### src/rtl/pe_row_mac.sv
// rtl/pe_row_mac.sv - row-stationary PE: weight scratchpad, sliding ifmap window, serial MAC
module pe_row_mac #(
    parameter int DATA_WIDTH = 16,
    parameter int FLTR_LEN   = 3
) (
    input  logic                      clk,
    input  logic                      rst_n,
    input  logic                      cfg_clr,
    input  logic                      PE_EN,
    input  logic [DATA_WIDTH-1:0]     ifmap_data_M2P,
    input  logic [DATA_WIDTH-1:0]     fltr_data_M2P,
    input  logic [2*DATA_WIDTH-1:0]   psum_data_M2P,
    output logic                      PE_READY,
    output logic                      PE_VALID,
    output logic [2*DATA_WIDTH-1:0]   psum_data_P2M,
    output logic [DATA_WIDTH-1:0]     ifmap_data_P2M,
    output logic [DATA_WIDTH-1:0]     fltr_data_P2M
);

    localparam int PW = 2 * DATA_WIDTH;
    localparam int CW = $clog2(FLTR_LEN + 1);
    localparam int KW = $clog2(FLTR_LEN);

    typedef enum logic [1:0] {
        S_IDLE = 2'd0,
        S_MAC  = 2'd1,
        S_OUT  = 2'd2
    } state_t;

    state_t                  state_q, state_d;
    logic [CW-1:0]           ld_cnt_q, ld_cnt_d;
    logic [KW-1:0]           k_q, k_d;
    logic signed [PW-1:0]    acc_q, acc_d;
    logic signed [DATA_WIDTH-1:0] w_q [FLTR_LEN];
    logic signed [DATA_WIDTH-1:0] w_d [FLTR_LEN];
    logic signed [DATA_WIDTH-1:0] x_q [FLTR_LEN];
    logic signed [DATA_WIDTH-1:0] x_d [FLTR_LEN];
    logic [PW-1:0]           psum_q, psum_d;
    logic [DATA_WIDTH-1:0]   ifmap_q, ifmap_d;
    logic [DATA_WIDTH-1:0]   fltr_q, fltr_d;

    logic                    xfer;
    logic                    compute;
    logic signed [DATA_WIDTH-1:0] w_sel;
    logic signed [DATA_WIDTH-1:0] x_sel;
    logic signed [PW-1:0]    prod;
    logic signed [PW-1:0]    mac_sum;

    assign PE_READY       = (state_q != S_MAC);
    assign PE_VALID       = (state_q == S_OUT);
    assign psum_data_P2M  = psum_q;
    assign ifmap_data_P2M = ifmap_q;
    assign fltr_data_P2M  = fltr_q;

    always_comb begin
        state_d = state_q;
        ld_cnt_d = ld_cnt_q;
        k_d = k_q;
        acc_d = acc_q;
        w_d = w_q;
        x_d = x_q;
        psum_d = psum_q;
        ifmap_d = ifmap_q;
        fltr_d = fltr_q;
        w_sel = '0;
        x_sel = '0;

        for (int i = 0; i < FLTR_LEN; i++) begin
            if (k_q == KW'(i)) begin
                w_sel = w_q[i];
                x_sel = x_q[i];
            end
        end
        prod    = PW'(w_sel) * PW'(x_sel);
        mac_sum = acc_q + prod;

        xfer    = PE_EN && (state_q != S_MAC);
        compute = xfer && (ld_cnt_q >= CW'(FLTR_LEN - 1));

        case (state_q)
            S_MAC: begin
                acc_d = mac_sum;
                if (k_q == KW'(FLTR_LEN - 1)) begin
                    state_d = S_OUT;
                    psum_d  = mac_sum;
                    k_d     = '0;
                end else begin
                    k_d = k_q + KW'(1);
                end
            end
            default: begin
                if (compute) begin
                    state_d = S_MAC;
                    k_d     = '0;
                    acc_d   = psum_data_M2P;
                end else begin
                    state_d = S_IDLE;
                end
            end
        endcase

        if (xfer) begin
            ifmap_d = ifmap_data_M2P;
            fltr_d  = fltr_data_M2P;
            for (int i = 0; i < FLTR_LEN; i++) begin
                if (ld_cnt_q == CW'(i)) begin
                    w_d[i] = fltr_data_M2P;
                end
            end
            for (int i = 0; i < FLTR_LEN - 1; i++) begin
                x_d[i] = x_q[i + 1];
            end
            x_d[FLTR_LEN-1] = ifmap_data_M2P;
            if (ld_cnt_q != CW'(FLTR_LEN)) begin
                ld_cnt_d = ld_cnt_q + CW'(1);
            end
        end

        // Clear wins over any concurrent transfer; an in-flight result is dropped.
        if (cfg_clr) begin
            state_d  = S_IDLE;
            ld_cnt_d = '0;
            k_d      = '0;
            acc_d    = acc_q;
            w_d      = w_q;
            psum_d   = psum_q;
            ifmap_d  = ifmap_q;
            fltr_d   = fltr_q;
            for (int i = 0; i < FLTR_LEN; i++) begin
                x_d[i] = '0;
            end
        end
    end

    always_ff @(posedge clk or negedge rst_n) begin
        if (!rst_n) begin
            state_q  <= S_IDLE;
            ld_cnt_q <= '0;
            k_q      <= '0;
            acc_q    <= '0;
            psum_q   <= '0;
            ifmap_q  <= '0;
            fltr_q   <= '0;
            for (int i = 0; i < FLTR_LEN; i++) begin
                w_q[i] <= '0;
                x_q[i] <= '0;
            end
        end else begin
            state_q  <= state_d;
            ld_cnt_q <= ld_cnt_d;
            k_q      <= k_d;
            acc_q    <= acc_d;
            psum_q   <= psum_d;
            ifmap_q  <= ifmap_d;
            fltr_q   <= fltr_d;
            for (int i = 0; i < FLTR_LEN; i++) begin
                w_q[i] <= w_d[i];
                x_q[i] <= x_d[i];
            end
        end
    end

endmodule

### config.mk
export PLATFORM = sky130hd
export DESIGN_NAME = pe_row_mac
export DESIGN_NICKNAME = d
export VERILOG_FILES = /design/src/rtl/pe_row_mac.sv
export SDC_FILE = /design/constraint.sdc
export NUM_CORES = 1
export LEC_CHECK = 0
export ABC_AREA = 1
export CORE_UTILIZATION = 50
export DETAILED_ROUTE_END_ITERATION = 6
export PLACE_DENSITY = 0.72
export RECOVER_POWER = 50
export SYNTH_ARGS = -nofsm -noshare
export SYNTH_HDL_FRONTEND = slang
export SYNTH_SLANG_ARGS = --single-unit
### constraint.sdc
create_clock -name clk -period 6.7 [get_ports clk]
set_input_delay 1.34 -clock clk [delete_from_list [all_inputs] [get_ports clk]]
set_output_delay 1.34 -clock clk [all_outputs]
set_load 0.01 [all_outputs]
==> key figures <==
Status
  – Outcome: complete, but fails checks
  – Failing checks: DRC, capacitance limit, slew limit

Setup path
  – Reg-to-Reg Start: k_q[1]
  – Critical path's slowest cell: fa_2
  – Max FO, Critical Path: 7
  – R2r setup slk: about 0.14 ns
  – CP Capture Type: register
  – Critical path's top delay family: adder cells
  – Worst EP required: around 7.1 ns
  – Reg2reg end: acc_q[30]
  – R2R cell count: 30
  – CP arrival: 6.92 ns
  – Crit path from: k_q[1]
  – Critical path class: reg -> reg
  – Critical path buffers and inverters: 10
  – Crit-path max cell delay: ~0.62 ns
  – CP endpoint: acc_q[30]
  – Startpoint class of the critical path: register
  – Stages on worst setup path: 30

Clocking
  – CTS H-tree lvls: 4
  – Total CTS buffers: 17
  – Skew-Pair Late Insertion Delay: between 0.4 and 0.5 ns
  – Max clock buf depth: 2
  – Root buffer cell: clkbuf_16
  – Cts hold-fix bufs: 0
  – CTS tree: done
  – CTS sink count: roughly 200
  – Reg clk slew, reported paths: 0.08 ns

Timing
  – Fin crit period: around 6.6 ns
  – Final Hold Viols: 0
  – Worst slew margin relative to its limit: -205%
  – Setup TNS: 0 ns
  – Max Freq: between 150 and 200 MHz
  – Worst Max-Slew Pin Slew: about 4.6 ns
  – Tcrit/Tclk final: just under 100%
  – RSZ-0062 raised after global routing: yes
  – Final setup viols: 0
  – Layout Skew: about 0.016 ns
  – Max-slew violations: 98

Synth
  – Share of flip-flops with an asynchronous set or reset: 100%
  – Mean Syn Cell Area: 8.41 um^2
  – Cell area after synthesis: slightly below 0.02 mm^2
  – Register bit total from synthesis: 198
  – Area leader, netlist: fa_1
  – Register area share after synthesis: between 20 and 30%
  – Most used DFF post-synth: dfrtp_1
  – Post-synth EDFFs: 0
  – Synth top area cells: fa_1, dfrtp_1, inv_1
  – Synth Instances: 2,338
  – Most numerous cell in the Yosys netlist: inv_1
  – Unique masters post-synth: 46
  – Area share of the leading cell type in the synthesized netlist: 29.7%
  – Post-synth top cells: inv_1, nand2_1, fa_1
  – Syn nets: around 2,800
  – Synth warnings: 0

Floorplanning
  – # IOs: around 130
  – Die ar.: between 0.04 and 0.05 mm^2
  – Initial Util: roughly 50%
  – Die H: approximately 200 um
  – Die Wd: between 200 and 250 um
  – Num rows: 72
  – Core Area: between 0.03 and 0.04 mm^2

Route
  – Initial DRC Count: ~1,100
  – Routed length per instance: about 19 um
  – Routed Antenna Nets: 0
  – Drt via density: roughly 5.2
  – DRC violations left: 19
  – Vias: about 16,000
  – Post-detailed-routing wire length: around 60,000 um
  – 1st-pass router iterations: 7

Layout
  – Nets: roughly 3,000
  – Fraction of layout cells with a size suffix above 1: ~14%
  – Synthesis-to-finish area growth: 21.8%
  – Diode count: 0
  – Cell area after layout: between 0.02 and 0.025 mm^2

Place
  – Post-detail-place hpwl: roughly 46,000 um
  – I/O Buffers: 133
  – Post-place instance area: 0.0225 mm^2
  – Gpl congestion: about 0.97

Pwr
  – Leak pwr: between 10 and 15 nW
  – Total Power: about 10 mW
  – Combinational group share of total power: 72.4%
  – Cell internal pwr: roughly 5 mW
  – Net Sw Power: approximately 5.0 mW
  – Switching part of the total power: about half
  – Clock network power share: 10.5%
  – Power Dens Cells: around 420 mW/mm^2
  – Sequential Power Share: about 17%
  – Peak supply drop: 0.000327 V

Global route
  – Grt total ovfl: 0
  – First-pass GRT wire length: between 90,000 and 100,000 um
  – Initial antenna violation count: 0
  – Vias in the first global route: 17,500
  – Pin count of the biggest net entering global routing: 102
  – GRT Overall Usage: between 30% and 40%

Flow run
  – Max_cap viols: 1

Min path
  – Hold crit path type: reg -> reg
-- worst min-delay path by stage --
stage	start	endpoint	slack, ns	cells past startpoint
CTS	ifmap_data_P2M[2]	ifmap_data_P2M[2]	0.48	2
finish	ifmap_data_P2M[4]	ifmap_data_P2M[4]	0.48	2
global route	psum_data_P2M[0]	psum_data_P2M[0]	0.51	2
global placement	ifmap_data_P2M[8]	ifmap_data_P2M[8]	0.45	2
detailed placement	ifmap_data_P2M[6]	ifmap_data_P2M[6]	0.46	2
floorplan	w_q[11]	w_q[11]	0.45	2
-- power groups by stage --
stage	Sequential [mW]	Clock (mW)	Combinational, mW
final	1.71	1.05	7.23
after global routing	1.74	1.10	8.02
after global placement	1.72	0	6.19
after detailed placement	1.73	0	6.22
after floorplan	1.68	0	3.64
after CTS	1.71	1.07	6.36
-- registers in the layout, indices dropped and copies added, names as in the netlist --
name,flops
acc_q,32
fltr_data_P2M,16
ifmap_data_P2M,16
k_q,2
ld_cnt_q,2
psum_data_P2M,32
state_q,2
w_q,48
x_q,48
-- cells by family (layout without fill, tap and decap cells) --
family / count (synthesis) / after routing / synth area share [%]
AND/OR/NAND/NOR: 797 / 797 / 16.0
buffers and inverters: 638 / 910 / 12.5
adder cells (fa/ha/maj): 394 / 394 / 36.2
AO/OA/AOI/OAI: 298 / 298 / 9.51
flip-flops: 198 / 198 / 25.2
XOR/XNOR: 13 / 13 / 0.579
-- cells in the final DEF, fill, tap and decap left out, drive strengths merged --
cell type      Yosys  layout
o221ai             1       1
buf               37     177
a211oi             1       1
or2                5       5
nand2            517     517
clkinv             1       8
xor2               6       6
a21boi             2       2
nand3             48      48
dfrtp            198     198
inv              565     568
nand4             10      10
o211ai             6       6
nor3               6       6
clkdlybuf4s25      0       1
a21o               5       5
a31oi             19      19
dlygate4sd3        0       8
a221oi            14      14
o22ai             40      40
a21oi             60      60
clkbuf            35      19
nor2             206     206
nor4               2       2
nand3b             3       3
fa               292     292
xnor2              7       7
a22o               5       5
o21bai             4       4
o21ai            137     137
ha               102     102
o21a               3       3
clkinvlp           0       5
o2111ai            1       1
clkdlybuf4s50      0     124
-- worst register-to-register path: cells and delay by family, from the launching register on --
| kind | cells | cell delay, ns |
|---|---|---|
| buffers and inverters | 10 | 1.00 |
| AOI/OAI and AO/OA | 4 | 0.76 |
| DFF | 1 | 0.45 |
| adders and majority gates | 7 | 3.50 |
| and+or+nand+nor | 9 | 0.73 |
-- routing by layer --
layer / vias to the layer above / track usage [%] / share of wire [%]
met5: - / 1.31 / 0.12
met4: 2 / 8.78 / 2.5
met2: 464 / 50.0 / 48
li1: 7556 / - / -
met3: 95 / 7.09 / 6.6
met1: 8210 / 39.7 / 43
-- through the flow --
step / hold WS [ns] / setup WS (ns) / utilization (%) / cells
global route: 0.512 / -0.0508 / 61.8 / 3128
detailed placement: 0.463 / -0.155 / 58.0 / 3061
finish: 0.483 / 0.143 / 61.8 / 3128
floorplan: 0.453 / 0.391 / - / 2338
global placement: 0.455 / -0.108 / 58.0 / 3061
CTS: 0.481 / 0.00945 / 59.8 / 3095
-- final cells by class --
cell class,count,area [um^2]
fillers,3432,14800
multi-input cells,1502,12800
flip-flops and latches,198,4960
repair buffers,312,2840
inverters,566,2150
well taps,518,648
clock buffers,17,425
clock inverters,15,164
-- what timing repair did --
item                                    CTS  global route
buffers inserted                          2            31
resized for setup                        12           144
pin swaps                                 0            45
gates cloned                              0             2
endpoints found under the setup margin   18            35
endpoints found under the hold margin     0             0
(Power assumes the default switching activity.)
